## src/rtl/fmc_adc_acq_pkg.sv

```systemverilog
// Shared types and constants for the FMC-ADC acquisition sequencer.
// State codes are also what the CSR STA.FSM field reports.
package fmc_adc_acq_pkg;

   localparam int unsigned c_TAG_WORDS = 4;
   localparam int unsigned c_CFG_W     = 32;

   typedef enum logic [2:0] {
      ST_IDLE      = 3'd1,
      ST_PRE_TRIG  = 3'd2,
      ST_WAIT_TRIG = 3'd3,
      ST_POST_TRIG = 3'd4,
      ST_TAG_WRITE = 3'd5,
      ST_DECR_SHOT = 3'd6
   } t_acq_fsm_state;

   typedef struct packed {
      logic [c_CFG_W-1:0] pre;
      logic [c_CFG_W-1:0] post;
   } t_acq_cfg;

endpackage

```

## src/rtl/fmc_adc_acq_cnt.sv

```systemverilog
// Loadable down-counter; last_c flags the final count so the FSM can leave
// a state on the same cycle it consumes the last item.
module fmc_adc_acq_cnt #(
   parameter int unsigned g_W = 32
) (
   input  logic           clk_i,
   input  logic           rst_i,
   input  logic           load_i,
   input  logic [g_W-1:0] load_val_i,
   input  logic           dec_i,
   output logic [g_W-1:0] count_o,
   output logic           last_c
);

   always_ff @(posedge clk_i) begin
      if (rst_i)       count_o <= '0;
      else if (load_i) count_o <= load_val_i;
      else if (dec_i)  count_o <= count_o - g_W'(1);
   end

   assign last_c = (count_o == g_W'(1));

endmodule

```

## src/rtl/fmc_adc_acq_seq.sv

```systemverilog
// Multi-shot acquisition sequencer: pre/post-trigger sample storage strobes,
// trigger marker, timetag write slots and the end-of-acquisition event.
module fmc_adc_acq_seq
   import fmc_adc_acq_pkg::*;
#(
   parameter int unsigned g_ADDR_W    = 27,
   parameter int unsigned g_SHOTS_W   = 16,
   parameter int unsigned g_TAG_WORDS = c_TAG_WORDS
) (
   input  logic                 clk_i,
   input  logic                 rst_i,
   input  logic                 start_i,
   input  logic                 stop_i,
   input  logic [31:0]          pre_samples_i,
   input  logic [31:0]          post_samples_i,
   input  logic [g_SHOTS_W-1:0] shots_i,
   input  logic                 sample_valid_i,
   input  logic                 trig_i,
   output logic                 acq_wr_o,
   output logic                 acq_trig_o,
   output logic                 acq_tag_o,
   output logic [g_ADDR_W-1:0]  wr_addr_o,
   output logic [g_ADDR_W-1:0]  trig_pos_o,
   output logic [g_SHOTS_W-1:0] shots_left_o,
   output logic [2:0]           fsm_state_o,
   output logic                 cfg_ok_o,
   output logic                 acq_end_o
);

   localparam int unsigned c_TAG_CNT_W = $clog2(g_TAG_WORDS) + 1;

   t_acq_fsm_state         state_q, state_d;
   t_acq_cfg               cfg_q;
   logic                   pend_q, pend_d;
   logic [g_ADDR_W-1:0]    ptr_q;
   logic [c_TAG_CNT_W-1:0] tag_cnt_q, tag_cnt_d;
   logic                   wr_d, trig_d, tag_d, end_d;
   logic                   adv_c, trig_ld_c, cfg_ld_c;
   logic                   pre_ld_c, post_ld_c, pre_dec_c, post_dec_c, shots_dec_c;
   logic [c_CFG_W-1:0]     pre_val_c, post_val_c;
   logic                   pre_last_c, post_last_c, shots_last_c;
   logic [c_CFG_W-1:0]     pre_cnt, post_cnt;
   logic                   unused_cnt;

   assign fsm_state_o = state_q;
   assign unused_cnt  = ^{pre_cnt, post_cnt};

   fmc_adc_acq_cnt #(.g_W(c_CFG_W)) u_pre_cnt (
      .clk_i(clk_i), .rst_i(rst_i), .load_i(pre_ld_c), .load_val_i(pre_val_c),
      .dec_i(pre_dec_c), .count_o(pre_cnt), .last_c(pre_last_c)
   );

   fmc_adc_acq_cnt #(.g_W(c_CFG_W)) u_post_cnt (
      .clk_i(clk_i), .rst_i(rst_i), .load_i(post_ld_c), .load_val_i(post_val_c),
      .dec_i(post_dec_c), .count_o(post_cnt), .last_c(post_last_c)
   );

   fmc_adc_acq_cnt #(.g_W(g_SHOTS_W)) u_shots_cnt (
      .clk_i(clk_i), .rst_i(rst_i), .load_i(cfg_ld_c), .load_val_i(shots_i),
      .dec_i(shots_dec_c), .count_o(shots_left_o), .last_c(shots_last_c)
   );

   // State register
   always_ff @(posedge clk_i) begin
      if (rst_i) state_q <= ST_IDLE;
      else       state_q <= state_d;
   end

   // Next state, strobes and counter controls; stop wins over everything
   always_comb begin
      state_d     = state_q;
      pend_d      = pend_q;
      tag_cnt_d   = '0;
      wr_d        = 1'b0;
      trig_d      = 1'b0;
      tag_d       = 1'b0;
      end_d       = 1'b0;
      adv_c       = 1'b0;
      trig_ld_c   = 1'b0;
      cfg_ld_c    = 1'b0;
      pre_ld_c    = 1'b0;
      post_ld_c   = 1'b0;
      pre_dec_c   = 1'b0;
      post_dec_c  = 1'b0;
      shots_dec_c = 1'b0;
      pre_val_c   = cfg_q.pre;
      post_val_c  = cfg_q.post;
      if (stop_i && state_q != ST_IDLE) begin
         state_d = ST_IDLE;
         pend_d  = 1'b0;
      end else begin
         case (state_q)
            ST_IDLE: begin
               pend_d = 1'b0;
               if (start_i && cfg_ok_o) begin
                  cfg_ld_c   = 1'b1;
                  pre_ld_c   = 1'b1;
                  post_ld_c  = 1'b1;
                  pre_val_c  = pre_samples_i;
                  post_val_c = post_samples_i;
                  state_d    = (pre_samples_i == '0) ? ST_WAIT_TRIG : ST_PRE_TRIG;
               end
            end
            ST_PRE_TRIG: if (sample_valid_i) begin
               wr_d      = 1'b1;
               adv_c     = 1'b1;
               pre_dec_c = 1'b1;
               if (pre_last_c) state_d = ST_WAIT_TRIG;
            end
            ST_WAIT_TRIG: begin
               if (sample_valid_i) begin
                  wr_d  = 1'b1;
                  adv_c = 1'b1;
                  if (trig_i || pend_q) begin
                     trig_d    = 1'b1;
                     trig_ld_c = 1'b1;
                     pend_d    = 1'b0;
                     state_d   = ST_POST_TRIG;
                  end
               end else if (trig_i) begin
                  pend_d = 1'b1;
               end
            end
            ST_POST_TRIG: if (sample_valid_i) begin
               wr_d       = 1'b1;
               adv_c      = 1'b1;
               post_dec_c = 1'b1;
               if (post_last_c) state_d = ST_TAG_WRITE;
            end
            ST_TAG_WRITE: begin
               tag_d     = 1'b1;
               adv_c     = 1'b1;
               tag_cnt_d = tag_cnt_q + c_TAG_CNT_W'(1);
               if (tag_cnt_q == c_TAG_CNT_W'(g_TAG_WORDS - 1)) begin
                  tag_cnt_d = '0;
                  state_d   = ST_DECR_SHOT;
               end
            end
            ST_DECR_SHOT: begin
               shots_dec_c = 1'b1;
               if (shots_last_c) begin
                  end_d   = 1'b1;
                  state_d = ST_IDLE;
               end else begin
                  pre_ld_c  = 1'b1;
                  post_ld_c = 1'b1;
                  state_d   = (cfg_q.pre == '0) ? ST_WAIT_TRIG : ST_PRE_TRIG;
               end
            end
            default: state_d = ST_IDLE;
         endcase
      end
   end

   // Registered outputs and write pointer; wr_addr_o shows the slot being written
   always_ff @(posedge clk_i) begin
      if (rst_i) begin
         pend_q     <= 1'b0;
         tag_cnt_q  <= '0;
         ptr_q      <= '0;
         cfg_q      <= '0;
         cfg_ok_o   <= 1'b0;
         acq_wr_o   <= 1'b0;
         acq_trig_o <= 1'b0;
         acq_tag_o  <= 1'b0;
         acq_end_o  <= 1'b0;
         wr_addr_o  <= '0;
         trig_pos_o <= '0;
      end else begin
         pend_q     <= pend_d;
         tag_cnt_q  <= tag_cnt_d;
         cfg_ok_o   <= (post_samples_i != '0) && (shots_i != '0);
         acq_wr_o   <= wr_d;
         acq_trig_o <= trig_d;
         acq_tag_o  <= tag_d;
         acq_end_o  <= end_d;
         if (cfg_ld_c) cfg_q <= '{pre: pre_samples_i, post: post_samples_i};
         if (adv_c) begin
            wr_addr_o <= ptr_q;
            ptr_q     <= ptr_q + g_ADDR_W'(1);
         end
         if (trig_ld_c) trig_pos_o <= ptr_q;
      end
   end

endmodule

```

## config.mk

```make
export PLATFORM = sky130hd
export DESIGN_NAME = fmc_adc_acq_seq
export DESIGN_NICKNAME = d
export VERILOG_FILES = /design/src/rtl/fmc_adc_acq_pkg.sv /design/src/rtl/fmc_adc_acq_cnt.sv /design/src/rtl/fmc_adc_acq_seq.sv
export SDC_FILE = /design/constraint.sdc
export NUM_CORES = 1
export LEC_CHECK = 0
export CAP_MARGIN = 15
export CORE_MARGIN = 1
export CORE_UTILIZATION = 56
export DETAILED_ROUTE_END_ITERATION = 10
export GPL_ROUTABILITY_DRIVEN = 0
export GPL_TIMING_DRIVEN = 0
export PLACE_DENSITY = 0.82
export SYNTH_ARGS = -nofsm -noshare
export SYNTH_HDL_FRONTEND = slang
export SYNTH_SLANG_ARGS = --single-unit
```

## constraint.sdc

```tcl
create_clock -name clk_i -period 7.35 [get_ports clk_i]
set_input_delay 0.735 -clock clk_i [delete_from_list [all_inputs] [get_ports clk_i]]
set_output_delay 0.735 -clock clk_i [all_outputs]
set_load 0.03 [all_outputs]
```

======== Word-level counts from Yosys, hierarchy flattened ========
Index checks and enable logic that the tools add are counted.
storage, ports and cells
  logic and storage cells ................. 113
  input port bits ......................... 86
  register bits ........................... 237
operators by class
  reductions and logical operators ........ 19
  bitwise operators ....................... 3
  equal/unequal tests ..................... 21
  add/subtract/negate cells ............... 5
  multiplexer cells ....................... 49
operators with widths
  operator               number
  $mux 32                10
  $eq 32x1->1 const B    2
  $logic_not 32->1       2
  $sub 32x1->32 const B  2
  $mux 16                2
  $reduce_bool 32->1     1
  $add 27x1->27 const B  1
  $mux 1                 24
  $mux 3                 8
  $pmux 3 s6             1
  $eq 16x1->1 const B    1
  $ne 2x2->1 const B     8
  $reduce_bool 16->1     1
  $sub 16x1->16 const B  1
  $eq 3x2->1 const B     3
  $eq 3x3->1 const B     3
  $reduce_or 3->1        3
  $reduce_and 8->1       1
  $reduce_bool 2->1      4
  $ne 3x3->1 const B     2
  $pmux 1 s2             3
  $reduce_or 4->1        1
  $add 3x1->3 const B    1
  $eq 3x1->1 const B     1
  other kinds (7)        11

======== Depth between registers and ports, before layout ========
  word-level depth ........................ 5
  depth in mapped cells ................... 10
  gate-level depth less buffers ........... 8

======== By module ========
From an unflattened synthesis, not the netlist that was laid out.
unflattened totals
  cells, all modules ...................... 1326
  area, all modules ....................... 11571.1 um^2
modules (own cells, without submodules)
  module                             cells each  times used  area each (um^2)
  fmc_adc_acq_seq                    702         1           6627.6
  fmc_adc_acq_cnt at u_post_cnt ...  259         2           2019.4
  fmc_adc_acq_cnt at u_shots_cnt     106         1           904.6

======== Least setup slack after synthesis ========
Ideal clock, no wire load.
  kind .................................... in2reg
  start point ............................. input stop_i
  end point ............................... register u_pre_cnt.count_o[21]
  cell stages on the path ................. 8
  path slack .............................. 4415 ps
  setup time .............................. 117 ps
  arrival ................................. 2818 ps
  cell sequence ........................... clkbuf_1 > or3b_2 > nand4b_2 > or2_2 > clkbuf_1 > or4_1 > mux2i_1 > a22o_1
between the ends
  cells in the longest elaborated chain, start to end .. 3
ends and longest elaborated chain
  what                                                 RTL line               text
  start, declared                                      fmc_adc_acq_seq.sv:13  input logic stop_i,
  $logic_and 1x1->1 (*)                                fmc_adc_acq_seq.sv:88  if (stop_i && state_q != ST_IDLE) begin
  $mux 32 / $mux 1 (equally long branches)             fmc_adc_acq_seq.sv:88
  $mux 32 / $reduce_bool 2->1 (equally long branches)  --
  end signal, assigned                                 fmc_adc_acq_cnt.sv:17  else if (load_i) count_o <= load_val_i;
  end signal, assigned                                 fmc_adc_acq_cnt.sv:18  else if (dec_i) count_o <= count_o - g_W'(1);
  end, declared                                        fmc_adc_acq_cnt.sv:11  output logic [g_W-1:0] count_o,
Mark *: on every way between the ends. The rest lies on a longest branch, timed or not.
A chain may end at the register's enable or synchronous reset.

======== Final worst setup path ========
  start point ............................. register u_shots_cnt.count_o[0]
  end point ............................... register u_post_cnt.count_o[12]
between the ends
  cells in the longest elaborated chain, start to end .. 5
ends and longest elaborated chain
  what                                                 RTL line                text
  start, declared                                      fmc_adc_acq_cnt.sv:11
  start signal, assigned                               fmc_adc_acq_cnt.sv:17
  start signal, assigned                               fmc_adc_acq_cnt.sv:18
  $eq 16x1->1 (*)                                      fmc_adc_acq_cnt.sv:21   assign last_c = (count_o == g_W'(1));
  $mux 1 (*)                                           fmc_adc_acq_seq.sv:141  if (shots_last_c) begin
  $pmux 1 s2 (*)                                       fmc_adc_acq_seq.sv:92   case (state_q)
  $mux 1 (*)                                           fmc_adc_acq_seq.sv:88
  $mux 32 / $reduce_bool 2->1 (equally long branches)  --
  end signal, assigned                                 fmc_adc_acq_cnt.sv:17
  end signal, assigned                                 fmc_adc_acq_cnt.sv:18
  end, declared                                        fmc_adc_acq_cnt.sv:11
Marked as above.

==> results.sh <==
export IMPL_tns_ns=0
export IMPL_fin_crit_ns=3.858
export IMPL_dieHeight_microns=140.0
export IMPL_io_pins=164
export IMPL_worstSkewPairLatency_ns=0.52
export IMPL_dieWidth_microns=140.0
export IMPL_synth_cells=1309
export IMPL_clk_path_buf_depth=3
export IMPL_clkTransAtPathRegs_ns=0.06
export IMPL_viasPerCell=6.343
export IMPL_leakage_nw=4.645
export IMPL_rrSetupSlack_ns=3.49
export IMPL_yosys_area_share_adder=0.01056
export IMPL_syn_nets=1404
export IMPL_hold_buffers=0
export IMPL_cts_root_buf="clkbuf_16"
export IMPL_hpwl_microns=24810
export IMPL_dp_cells=1704
export IMPL_synth_top_family_by_area="simple AND/OR/NAND/NOR gates"
export IMPL_grt_util_met1=0.4421
export IMPL_cts_tree="yes"
export IMPL_grt_total_usage=0.3460
export IMPL_rows=50
export IMPL_status="finished, final reports clean"
export IMPL_fmax_ghz=0.2592
export IMPL_wire_per_inst_microns=19.72
export IMPL_setup_worst_path_start_class="flop"
export IMPL_setup_violations=0
export IMPL_synth_area_leader_cell="dfxtp_1"
export IMPL_grtUsageMet3=0.06803
export IMPL_cts_setup_buffers=0
export IMPL_cp_common_cell="a21oi_1"
export IMPL_grt_pass1_vias=10440
export IMPL_synthTopCellsByArea="dfxtp_1 45%, nand2_1 7.9%, a21oi_1 6.6%, nor2_1 4.8%, mux2i_1 4.3%"
export IMPL_synth_xor_area_frac=0.01315
export IMPL_drv_slew=0
export IMPL_ctsHtreeMaxLevel=1
export IMPL_layout_cells_non_filler=1749
export IMPL_rsz0062_at_grt="false"
export IMPL_cp_slowest_cell="a21oi_1"
export IMPL_route_detailed_drc=0
export IMPL_synth_edf_count=0
export IMPL_worstPathMaxFanout=10
export IMPL_cts_resized=0
export IMPL_slew_headroom=0.2055
export IMPL_yosys_register_bits=237
export IMPL_synth_area_mux_share=0.05270
export IMPL_core_area_sq_mm=0.01871
export IMPL_via_count=11090
export IMPL_ys_seq_area_frac=0.4451
export IMPL_num_antenna_cells=0
export IMPL_synth_avg_cell_area_sq_um=8.144
export IMPL_final_cell_mix="237 x dfxtp_1, 224 x nand2_1, 161 x clkdlybuf4s50_1"
export IMPL_grt_pass1_wl_microns=53800
export IMPL_hold_viol_final=0
export IMPL_grt_max_degree=14
export IMPL_crit_chain="ha_1 -> nor4b_1 -> nand4_1 -> a21oi_1 -> clkbuf_1 -> buf_1 -> o211ai_1 -> a21oi_1"
export IMPL_clock_skew_ns=0.009152
export IMPL_synth_top_area_share=0.4451
export IMPL_powerDensity_mw_per_mm2=272.8
export IMPL_post_route_period_util=0.5250
export IMPL_cts_sink_count=237
export IMPL_hold_worst_slack_ns=0.4535
export IMPL_final_util=0.7146
export IMPL_die_area_sq_mm=0.01959
export IMPL_wirelength_microns=34480
export IMPL_ant_nets=0
export IMPL_postSynth_asyncResetShare=0
export IMPL_fin_nets=1593
export IMPL_vdd_ir_drop_max_uv=173.2
export IMPL_dr_pass1_iters=7
export IMPL_synth_area_sq_mm=0.01066
export IMPL_stdcell_area_sq_mm=0.01337
export IMPL_required_ns=7.79
export IMPL_cp_arrival_ns=4.30
export IMPL_synth_flop_cell="dfxtp_1"
export IMPL_crit_type="flop to flop"
export IMPL_gr_usage_met2=0.5566
export IMPL_synth_simple_area_share=0.2675
export IMPL_worst_pin_slew_ns=1.175
export IMPL_drive_gt1_frac=0.05413
export IMPL_max_stage_delay_ns=0.96
export IMPL_grt_most_used_layer="met2"
export IMPL_gr_total_overflow=0
export IMPL_synth_compound_area_share=0.1757
export IMPL_drtIter0Drc=1207
export IMPL_maxCapViolCount=0
export IMPL_cp_top_family="compound AO/OA/AOI/OAI gates"
export IMPL_synthDistinctLibCells=68
export IMPL_start_util=0.5699
export IMPL_port_buffers=161
export IMPL_min_path_type="flop to flop"
export IMPL_cts_buffers=25
export IMPL_place_area_sq_mm=0.01256
export IMPL_mostFrequentLayoutCell="dfxtp_1"
export IMPL_area_growth_pct=25.39
export IMPL_critPathBufInv=2
export IMPL_yosysWarnings=0
export IMPL_antenna_found_initial=0
export IMPL_end_kind="flop"
-- synthesized netlist by cell type (all sizes together) (7+ instances only) --
| cell type | n |
|---|---|
| clkbuf | 70 |
| nand2 | 224 |
| and2 | 7 |
| nor2 | 135 |
| nand3 | 35 |
| ha | 9 |
| xnor2 | 7 |
| o211ai | 17 |
| o21ai | 34 |
| or2 | 8 |
| inv | 12 |
| xor2 | 9 |
| o22ai | 7 |
| nor2b | 11 |
| nand2b | 8 |
| a21oi | 141 |
| and3 | 9 |
| a31oi | 16 |
| or3 | 18 |
| mux2 | 9 |
| o311ai | 15 |
| o31ai | 7 |
| o21a | 11 |
| dfxtp | 237 |
| buf | 13 |
| o32a | 8 |
| nor3 | 34 |
| nor4 | 51 |
| mux2i | 46 |
| or4 | 18 |
| nand4 | 20 |
-- routing by layer --
| metal | routed length, microns | up-vias |
|---|---|---|
| met3 | 3525 | 134 |
| met5 | 0 | - |
| met1 | 13930 | 5239 |
| li1 | - | 5104 |
| met2 | 15350 | 617 |
| met4 | 1683 | 0 |
-- power by group --
part,total (mW),switching [mW],internal (mW)
logic,0.960,0.625,0.335
registers,1.45,0.0760,1.38
clock network,1.23,0.513,0.719
total,3.65,1.21,2.43
-- per-stage QoR --
stage / worst slack (ns) / total power [mW]
3_5_place_dp: 3.587 / 2.398
6_report: 3.492 / 3.646
5_1_grt: 3.352 / 3.778
2_1_floorplan: 4.415 / 2.071
4_1_cts: 3.661 / 3.618
3_3_place_gp: 3.612 / 2.382
-- kinds of logic after synthesis --
group | Yosys count
compound gates | 299
flops | 237
xor+xnor | 16
mux | 55
simple gates | 597
buf+inv | 96
fa+ha+maj | 9
-- worst reg2reg max path, cell delays in order (launching register included) --
cell	delay, ns
dfxtp_1	0.42
ha_1	0.17
nor4b_1	0.31
nand4_1	0.37
a21oi_1	0.96
clkbuf_1	0.59
buf_1	0.58
o211ai_1	0.22
a21oi_1	0.17
-- flip-flops by register name, indices dropped and copies added, names as in the netlist --
| name | count |
|---|---|
| trig_pos_o | 27 |
| u_pre_cnt.count_o | 32 |
| ptr_q | 27 |
| wr_addr_o | 27 |
| acq_tag_o | 1 |
| u_shots_cnt.count_o | 16 |
| pend_q | 1 |
| acq_wr_o | 1 |
| fsm_state_o | 3 |
| acq_end_o | 1 |
| acq_trig_o | 1 |
| tag_cnt_q | 3 |
| u_post_cnt.count_o | 32 |
| cfg_ok_o | 1 |
| cfg_q | 64 |
-- layout make-up --
class / instances / area [sq um]
Clock buffer: 35 / 723.2
Tap cell: 234 / 292.8
Clock inverter: 9 / 73.82
Sequential cell: 237 / 4745
Multi-Input combinational cell: 976 / 5539
Fill cell: 1473 / 5339
Timing Repair Buffer: 162 / 1617
Buffer: 83 / 327.8
Inverter: 13 / 48.80
-- worst paths after layout --
check,start,endpoint,cells past startpoint
worst max-delay path,u_shots_cnt.count_o[0],u_post_cnt.count_o[12],8
worst min-delay path,tag_cnt_q[0],tag_cnt_q[0],1
worst max register to register,u_shots_cnt.count_o[0],u_post_cnt.count_o[12],8
worst min register to register,tag_cnt_q[0],tag_cnt_q[0],1
Note: power is estimated with default switching activity, not from simulation.
